--- src/rtl/mul_pkg.sv ---
// rtl/mul_pkg.sv - shared constants and state encoding for the shift-add multiplier
package mul_pkg;

  localparam int DEFAULT_WIDTH = 8;

  typedef enum logic [1:0] {
    IDLE = 2'b00,
    RUN  = 2'b01,
    DONE = 2'b10
  } state_t;

endpackage

--- src/rtl/adder_with_parameter.sv ---
// rtl/adder_with_parameter.sv - WIDTH-bit ripple adder with carry-in and carry-out
module adder_with_parameter #(
  parameter int WIDTH = 8
) (
  input  logic [WIDTH-1:0] a,
  input  logic [WIDTH-1:0] b,
  input  logic             cin,
  output logic [WIDTH-1:0] sum,
  output logic             cout
);

  assign {cout, sum} = {1'b0, a} + {1'b0, b} + {{WIDTH{1'b0}}, cin};

endmodule

--- src/rtl/shift_add_mul_ctrl.sv ---
// rtl/shift_add_mul_ctrl.sv - sequential shift-and-add unsigned multiplier, one multiplier bit per cycle
module shift_add_mul_ctrl
  import mul_pkg::*;
#(
  parameter int WIDTH = DEFAULT_WIDTH
) (
  input  logic               clk,
  input  logic               rst_n,
  input  logic               start,
  input  logic [WIDTH-1:0]   a,
  input  logic [WIDTH-1:0]   b,
  input  logic               ack,
  input  logic               abort,
  output logic               busy,
  output logic               done,
  output logic [2*WIDTH-1:0] product
);

  localparam int CNT_W = $clog2(WIDTH + 1);

  state_t             state_q, state_d;
  logic [WIDTH-1:0]   mcand_q, mcand_d;
  logic [WIDTH-1:0]   mplier_q, mplier_d;
  logic [WIDTH-1:0]   acc_hi_q, acc_hi_d;
  logic [WIDTH-1:0]   acc_lo_q, acc_lo_d;
  logic [CNT_W-1:0]   cnt_q, cnt_d;
  logic [2*WIDTH-1:0] product_q, product_d;

  logic [WIDTH-1:0]   addend;
  logic [WIDTH-1:0]   sum;
  logic               carry;
  logic [3*WIDTH-1:0] run_vec;

  assign addend = mplier_q[0] ? mcand_q : '0;

  adder_with_parameter #(
    .WIDTH(WIDTH)
  ) u_adder (
    .a   (acc_hi_q),
    .b   (addend),
    .cin (1'b0),
    .sum (sum),
    .cout(carry)
  );

  // {carry, sum, acc_lo, mplier} shifted right by one; mplier[0] has been consumed
  assign run_vec = {carry, sum, acc_lo_q, mplier_q[WIDTH-1:1]};

  always_comb begin
    state_d   = state_q;
    mcand_d   = mcand_q;
    mplier_d  = mplier_q;
    acc_hi_d  = acc_hi_q;
    acc_lo_d  = acc_lo_q;
    cnt_d     = cnt_q;
    product_d = product_q;

    case (state_q)
      IDLE: begin
        if (start) begin
          mcand_d  = a;
          mplier_d = b;
          acc_hi_d = '0;
          acc_lo_d = '0;
          cnt_d    = '0;
          state_d  = RUN;
        end
      end
      RUN: begin
        if (abort) begin
          mcand_d   = '0;
          mplier_d  = '0;
          acc_hi_d  = '0;
          acc_lo_d  = '0;
          cnt_d     = '0;
          product_d = '0;
          state_d   = IDLE;
        end else begin
          acc_hi_d = run_vec[3*WIDTH-1:2*WIDTH];
          acc_lo_d = run_vec[2*WIDTH-1:WIDTH];
          mplier_d = run_vec[WIDTH-1:0];
          cnt_d    = cnt_q + CNT_W'(1);
          // last iteration: the upper 2*WIDTH bits of the shifted vector are the product
          if (cnt_q == CNT_W'(WIDTH - 1)) begin
            product_d = run_vec[3*WIDTH-1:WIDTH];
            state_d   = DONE;
          end
        end
      end
      DONE: begin
        if (abort) begin
          mcand_d   = '0;
          mplier_d  = '0;
          acc_hi_d  = '0;
          acc_lo_d  = '0;
          cnt_d     = '0;
          product_d = '0;
          state_d   = IDLE;
        end else if (ack) begin
          state_d = IDLE;
        end
      end
      default: begin
        state_d = IDLE;
      end
    endcase
  end

  always_ff @(posedge clk or negedge rst_n) begin
    if (!rst_n) begin
      state_q   <= IDLE;
      mcand_q   <= '0;
      mplier_q  <= '0;
      acc_hi_q  <= '0;
      acc_lo_q  <= '0;
      cnt_q     <= '0;
      product_q <= '0;
    end else begin
      state_q   <= state_d;
      mcand_q   <= mcand_d;
      mplier_q  <= mplier_d;
      acc_hi_q  <= acc_hi_d;
      acc_lo_q  <= acc_lo_d;
      cnt_q     <= cnt_d;
      product_q <= product_d;
    end
  end

  assign busy    = (state_q == RUN);
  assign done    = (state_q == DONE);
  assign product = product_q;

endmodule

--- config.mk ---
export PLATFORM = sky130hd
export DESIGN_NAME = shift_add_mul_ctrl
export DESIGN_NICKNAME = d
export VERILOG_FILES = /design/src/rtl/mul_pkg.sv /design/src/rtl/adder_with_parameter.sv /design/src/rtl/shift_add_mul_ctrl.sv
export SDC_FILE = /design/constraint.sdc
export NUM_CORES = 1
export LEC_CHECK = 0
export BUFFER_PORTS_ARGS = -buffer_cell sky130_fd_sc_hd__buf_2
export CAP_MARGIN = 20
export CORE_MARGIN = 5
export CORE_UTILIZATION = 50
export CTS_CLUSTER_DIAMETER = 100
export CTS_CLUSTER_SIZE = 14
export DETAILED_ROUTE_END_ITERATION = 7
export GPL_TIMING_DRIVEN = 0
export PLACE_DENSITY = 0.77
export SYNTH_ARGS = -nofsm -noshare
export SYNTH_HDL_FRONTEND = slang
export SYNTH_SLANG_ARGS = --single-unit
export TNS_END_PERCENT = 50
--- constraint.sdc ---
create_clock -name clk -period 2.8 [get_ports clk]
set_input_delay 0.56 -clock clk [delete_from_list [all_inputs] [get_ports clk]]
set_output_delay 0.56 -clock clk [all_outputs]
set_load 0.05 [all_outputs]
==> results.yml, run 1 <==
outcome:
  status: "complete, no violations"
floorplanning:
  core_mm2: 0.00544
  initial_core_util: 0.511
  dieHeight_um: 84.6
  die_w_um: 84.6
  io_pins: 39
  fp-row-count: 27
  die-area_mm2: 0.00715
power:
  ir_worst_vdd_mv: 0.687
  p_per_area_mw_per_mm2: 866
  cellLeakagePower_nw: 1.60
routing:
  via_count: 2273
  routed_wl_um: 6130
  drc: 0
  routed_via_density: 5.50
  dr.pass1.iters: 4
  ant_nets: 0
  drt_iter0_drc: 134
  wl_per_cell_um: 14.8
grt:
  grt_first_pass_wirelength_um: 10600
  grt_remaining_overflow: 0
  grt_pass1_vias: 2248
  antenna_found_initial: 0
  grt_max_degree: 41
  grt_usage: 0.181
run:
  max_cap_viol_count: 0
clock_tree:
  clock-sinks: 54
  cts_setup_buffers: 0
  cts_buffer_depth: 2
  cts-htree-levels: 2
  path_clk_slew_ns: 0.10
  clock-root-buffer: "clkbuf_8"
  cts_tree: "done"
  worst_skew_pair.late_latency_ns: 0.31
  numCtsBuffers: 5
  cts_hold_buf: 0
  cts_resized: 0
synth:
  ys_warn_count: 0
  synth-seq-area-share: 0.486
  ys_seq_elements: 54
  synth_area_leaders: "dfrtp_1, nand2_1, ha_1"
  synthDistinctLibCells: 40
  syn_inst: 294
  syn_nets: 329
  yosys.area.top_type_share: 0.486
  syn-cell-area_mm2: 0.00278
  syn_area_per_cell_um2: 9.46
  synth_area_leader_cell: "dfrtp_1"
finish:
  nFillCells: 465
  fin_nets: 375
  drive_above_1_share: 0.179
  syn2layout_area_growth_pct: 15.0
  layout_commonest_cell: "nand2_1"
  post_layout_nonfiller_instances: 413
  final_area_mm2: 0.00320
  multi_input_area_mm2: 0.00133
  layout_common_cells: "nand2_1, dfrtp_1, buf_2"
  num_antenna_cells: 0
  register_area_mm2: 0.00135
setup_path:
  end_kind: "register"
  cp-start-kind: "register"
  crit_fanout: 9
  max_stage_delay_ns: 0.46
  crit_slowest_cell: "dfrtp_1"
  crit_type: "register to register"
  crit_buf_inv: 0
  path_cells: "and2_1 > ha_1 > fa_1 > a21oi_1 > o21ai_0 > a211oi_1 > o31ai_1"
  critical_path_arrival_ns: 2.53
  cp.required_ns: 3.00
  path_delay_family: "compound AO/OA/AOI/OAI gates"
timing:
  rsz0062_at_grt: "false"
  finClkSkew_ns: 0.00998
  fin_crit_sh: 0.832
  slew_violations: 0
  setup_violations: 0
  finalCriticalPeriod_ns: 2.33
  hold_viol_final: 0
  fmax_ghz: 0.429
  tns_ns: 0
  worst_slew_pin_slew_ns: 0.600
  relSlewSlack: 0.600
placed_design:
  routabilityCongestion: 0.793
  place_hpwl_um: 4550
  portBuffers: 38
  dpl.cell_count: 405
  dpl_cell_area_mm2: 0.00308
worst_hold_path:
  hold_class: "input pin to async pin"
-- final timing paths --
path	slack, ns	end	cells past startpoint	start
worst max-delay path	0.47	product[13]	7	mplier_q[0]
worst min-delay path	0.14	acc_hi_q[4]	1	rst_n
worst max register to register	0.47	product[13]	7	mplier_q[0]
worst min register to register	0.48	product[14]	2	product[14]
max in group asynchronous	2.13	state_q[1]	2	rst_n
min in group clk	0.48	product[14]	2	product[14]
-- cell type report --
cell class	instances	area share
inverters	5	0.00587
well taps	72	0.0282
repair buffers	39	0.0658
plain buffers	16	0.0262
flip-flops and latches	54	0.423
multi-input cells	219	0.415
clock inverters	3	0.0149
clock buffers	5	0.0215
-- sequential cells by signal, indices dropped and copies added, names as in the netlist --
signal and count:
cnt_q 4, mplier_q 8, acc_lo_q 8, state_q 2
mcand_q 8, product 16, acc_hi_q 8
-- cell usage after synthesis --
cell type,instances
a211oi_1,2
a21o_1,1
a21oi_1,21
a22o_1,9
and2_1,9
and3_1,8
and3b_1,1
buf_2,4
buf_4,1
buf_6,2
clkbuf_1,9
clkinv_1,1
dfrtp_1,54
fa_1,1
ha_1,13
inv_1,4
mux2_2,1
mux2i_1,1
nand2_1,58
nand2b_1,3
nand3_1,12
nor2_1,4
nor2b_1,11
nor2b_4,1
nor3_1,3
nor3_2,1
o211ai_1,1
o21a_1,5
o21ai_0,31
o21ai_1,1
o21ai_2,1
o21bai_1,1
o22a_1,1
o22ai_1,1
o31a_1,2
o31ai_1,7
o41ai_2,2
or2_2,1
or3_1,3
xnor2_1,2
-- where the power goes --
part | total, mW | internal [mW] | switching [mW]
logic | 1.21 | 0.356 | 0.857
clock network | 0.551 | 0.273 | 0.277
registers | 1.01 | 0.915 | 0.0907
-- routing by layer --
layer,up-vias,global-route usage,wire length [µm],share of wire
li1,1122,-,-,-
met1,1072,0.250,2930,0.48
met2,69,0.278,2730,0.45
met3,10,0.0432,383,0.062
met4,0,0.0619,91,0.015
met5,-,0,0,0
-- cells by family after synthesis --
family,after synthesis,share of synthesized area
buffers and inverters,21,0.0369
XOR/XNOR,2,0.00630
AO/OA/AOI/OAI,86,0.196
AND/OR/NAND/NOR,115,0.201
multiplexers,2,0.00765
adder cells (fa/ha/maj),14,0.0657
flip-flops,54,0.486
-- worst register-to-register path, cell delays in order (launching register included) --
cell and delay, ns:
dfrtp_1 0.46, and2_1 0.19, ha_1 0.22, fa_1 0.40, a21oi_1 0.21, o21ai_0 0.19, a211oi_1 0.42, o31ai_1 0.12
-- stage by stage --
stage	worst slack (ns)	hold slack (ns)	util	power (mW)
3_5_place_dp	0.489	0.465	0.566	2.24
4_1_cts	0.478	0.153	0.588	2.79
3_3_place_gp	0.585	0.457	0.563	2.21
6_report	0.470	0.144	0.588	2.77
2_1_floorplan	0.687	0.264	-	1.89
5_1_grt	0.318	0.174	0.588	2.95
Note: power is estimated with default switching activity, not from simulation.
==> run 2, diff against run 1 <==
Settings changed: ABC_AREA from default to 1.
Clock period 2.8 ns to 2.35 ns, I/O delays scaled along.
==> run 2 against run 1 <==
Effect of this change:
- non-clock buffer count is 4 lower
- sequential cell count unchanged
- sequential power increased by 27%
- routed wire length is 5.3% lower
- final cell count grew 8.5%
- sequential share of layout area grew 0.17 points
- die area up 0.28%
- power up 36%
- hold slack got worse by 0.062 ns
- via count is 0.53% higher
- utilization is 0.59 points lower
- largest cell class unchanged
==> results.yml, run 2 <==
timing:
  finalCriticalPeriod_ns: 2.10
  hold_viol_final: 0
  fmax_ghz: 0.475
  rsz0062_at_grt: "false"
  worst_slew_pin_slew_ns: 0.434
  relSlewSlack: 0.711
  slew_violations: 0
  tns_ns: 0
  fin_crit_sh: 0.896
  setup_violations: 0
  timing.hold.ws_ns: 0.0829
  finClkSkew_ns: 0.00867
  fin_ws_ns: 0.246
clock_tree:
  cts_tree: "done"
  cts-htree-levels: 2
  cts_resized: 0
  cts_buffer_depth: 2
  numCtsBuffers: 5
  clock-sinks: 54
  path_clk_slew_ns: 0.11
  cts_hold_buf: 0
  worst_skew_pair.late_latency_ns: 0.31
  clock-root-buffer: "clkbuf_8"
  cts_setup_buffers: 0
setup_path:
  cpMostUsedCell: "nand2_1"
  max_stage_delay_ns: 0.41
  path_cells: "clkbuf_1 > nand2_1 > inv_1 > ha_1 > fa_1 > nand2_1 > nand2_1 > nand3b_1 > nand2_1 > nand2_1 > nand2_1 > nand3_1 > nand2_1"
  reg2reg_from: "mplier_q[0]"
  crit_fanout: 9
  ff2ff_setup_slack_ns: 0.25
  end_kind: "register"
  critical_path_arrival_ns: 2.31
  cp-start-kind: "register"
  crit_slowest_cell: "fa_1"
  cp.required_ns: 2.55
  path_delay_family: "simple AND/OR/NAND/NOR gates"
  crit_buf_inv: 2
  path_depth: 13
  endpoint: "product[15]"
  startpoint: "mplier_q[0]"
  timing.rr.end: "product[15]"
  crit_type: "register to register"
  ff2ff_path_depth: 13
run:
  max_cap_viol_count: 0
floorplanning:
  initial_core_util: 0.510
  core_mm2: 0.00547
  io_pins: 39
  fp-row-count: 27
  die_w_um: 84.7
  die-area_mm2: 0.00717
  dieHeight_um: 84.7
finish:
  fin_util: 0.582
  num_antenna_cells: 0
  largest_reg_flops: 16
  fin_nets: 410
  layout_common_cells: "nand2_1, dfrtp_1, buf_2"
  drive_above_1_share: 0.207
  layout_commonest_cell: "nand2_1"
  syn2layout_area_growth_pct: 14.2
placed_design:
  place_ws_ns: 0.257
  portBuffers: 38
  routabilityCongestion: 0.843
  place_hpwl_um: 4420
grt:
  antenna_found_initial: 0
  grt_max_degree: 38
  grt_usage: 0.183
  grt_remaining_overflow: 0
  grt_pass1_vias: 2337
  grt_first_pass_wirelength_um: 10600
power:
  internal_power_mw: 1.94
  switching_power_mw: 1.82
  swShare: 0.485
  clockPowerShare: 0.144
  p_comb_frac: 0.517
  p_per_area_mw_per_mm2: 1180
  ir_worst_vdd_mv: 0.694
  cellLeakagePower_nw: 1.73
  totalPowerFinal_mw: 3.76
  p_seq_frac: 0.339
synth:
  yosys.area.top_type_share: 0.485
  syn_nets: 364
  syn_area_per_cell_um2: 8.48
  ys_seq_elements: 54
  synthFlopType: "dfrtp_1"
  syn_inst: 329
  ys_top_cells_by_count: "nand2_1, dfrtp_1, inv_1, o21ai_0, nand3_1"
  synthDistinctLibCells: 31
  ys_warn_count: 0
  synth-seq-area-share: 0.485
  syn-cell-area_mm2: 0.00279
  synth_most_common_cell: "nand2_1"
  synth_area_leaders: "dfrtp_1, nand2_1, o21ai_0"
  synth_edf_count: 0
  async_flop_share: 1.00
  synth_area_leader_cell: "dfrtp_1"
routing:
  drt_iter0_drc: 122
  via_count: 2285
  routed_via_density: 5.10
  ant_nets: 0
  dr.pass1.iters: 6
  drc: 0
  routed_wl_um: 5810
  wl_per_cell_um: 13.0
worst_hold_path:
  hold_class: "input pin to async pin"
outcome:
  status: "complete, no violations"
## run 2: changes by cell type after synthesis, sizes merged, moves of 6 or more
cell    before  now
clkbuf       9    1
o21ai       33   47
inv          4   43
o31ai        7    0
and3         8    0
nor2b       12    0
a21oi       21   14
nand2       58   95
nor2         4   12
a22o         9    0
nand3       12   22
and2         9    0
nand4        0    6
## run 2: layout make-up
| class | count | area [µm²] |
|---|---|---|
| Timing Repair Buffer | 39 | 210 |
| Fill cell | 516 | 2290 |
| Buffer | 12 | 67.6 |
| Sequential cell | 54 | 1350 |
| Clock inverter | 3 | 26.3 |
| Multi-Input combinational cell | 220 | 1210 |
| Tap cell | 72 | 90.1 |
| Inverter | 43 | 161 |
| Clock buffer | 5 | 68.8 |
## run 2: worst reg2reg max path, cell delays in order, from the launching register on
cell	delay [ns]
dfrtp_1	0.37
clkbuf_1	0.22
nand2_1	0.12
inv_1	0.05
ha_1	0.20
fa_1	0.41
nand2_1	0.08
nand2_1	0.08
nand3b_1	0.11
nand2_1	0.08
nand2_1	0.07
nand2_1	0.07
nand3_1	0.08
nand2_1	0.06
## run 2: worst min-delay path by stage
stage / from / to / slack, ns / cells after the start
floorplan: rst_n / acc_hi_q[0] / 0.17 / 0
global placement: product[14] / product[14] / 0.46 / 2
detailed placement: rst_n / mcand_q[6] / 0.44 / 1
CTS: rst_n / product[9] / 0.09 / 1
global route: rst_n / product[9] / 0.10 / 1
finish: rst_n / product[9] / 0.08 / 1
## run 2: per-layer routing
| metal | vias up | GRT usage | share of wire |
|---|---|---|---|
| met5 | - | 0 | 0 |
| met4 | 0 | 0.0633 | 0.015 |
| met3 | 8 | 0.0265 | 0.030 |
| met2 | 42 | 0.307 | 0.50 |
| met1 | 1077 | 0.241 | 0.45 |
| li1 | 1158 | - | - |
## run 2: cell families (layout without fill, tap and decap cells)
group,Yosys count,count (layout),synth area share
AND/OR/NAND/NOR,139,139,0.222
buffers and inverters,55,102,0.0821
AO/OA/AOI/OAI,67,67,0.146
adder cells (fa/ha/maj),14,14,0.0655
flip-flops,54,54,0.485
## run 2: power groups by stage
stage	Combinational, mW	Clock [mW]	Sequential (mW)
after floorplan	1.27	0	1.49
after global routing	2.22	0.607	1.30
after CTS	1.97	0.557	1.28
after detailed placement	1.96	0	1.29
after global placement	1.90	0	1.28
final	1.95	0.541	1.28
## run 2: through the flow
step	area, µm²	std cells
after floorplan	2790	329
after global placement	3070	439
after detailed placement	3090	440
after CTS	3180	448
after global routing	3180	448
final	3180	448
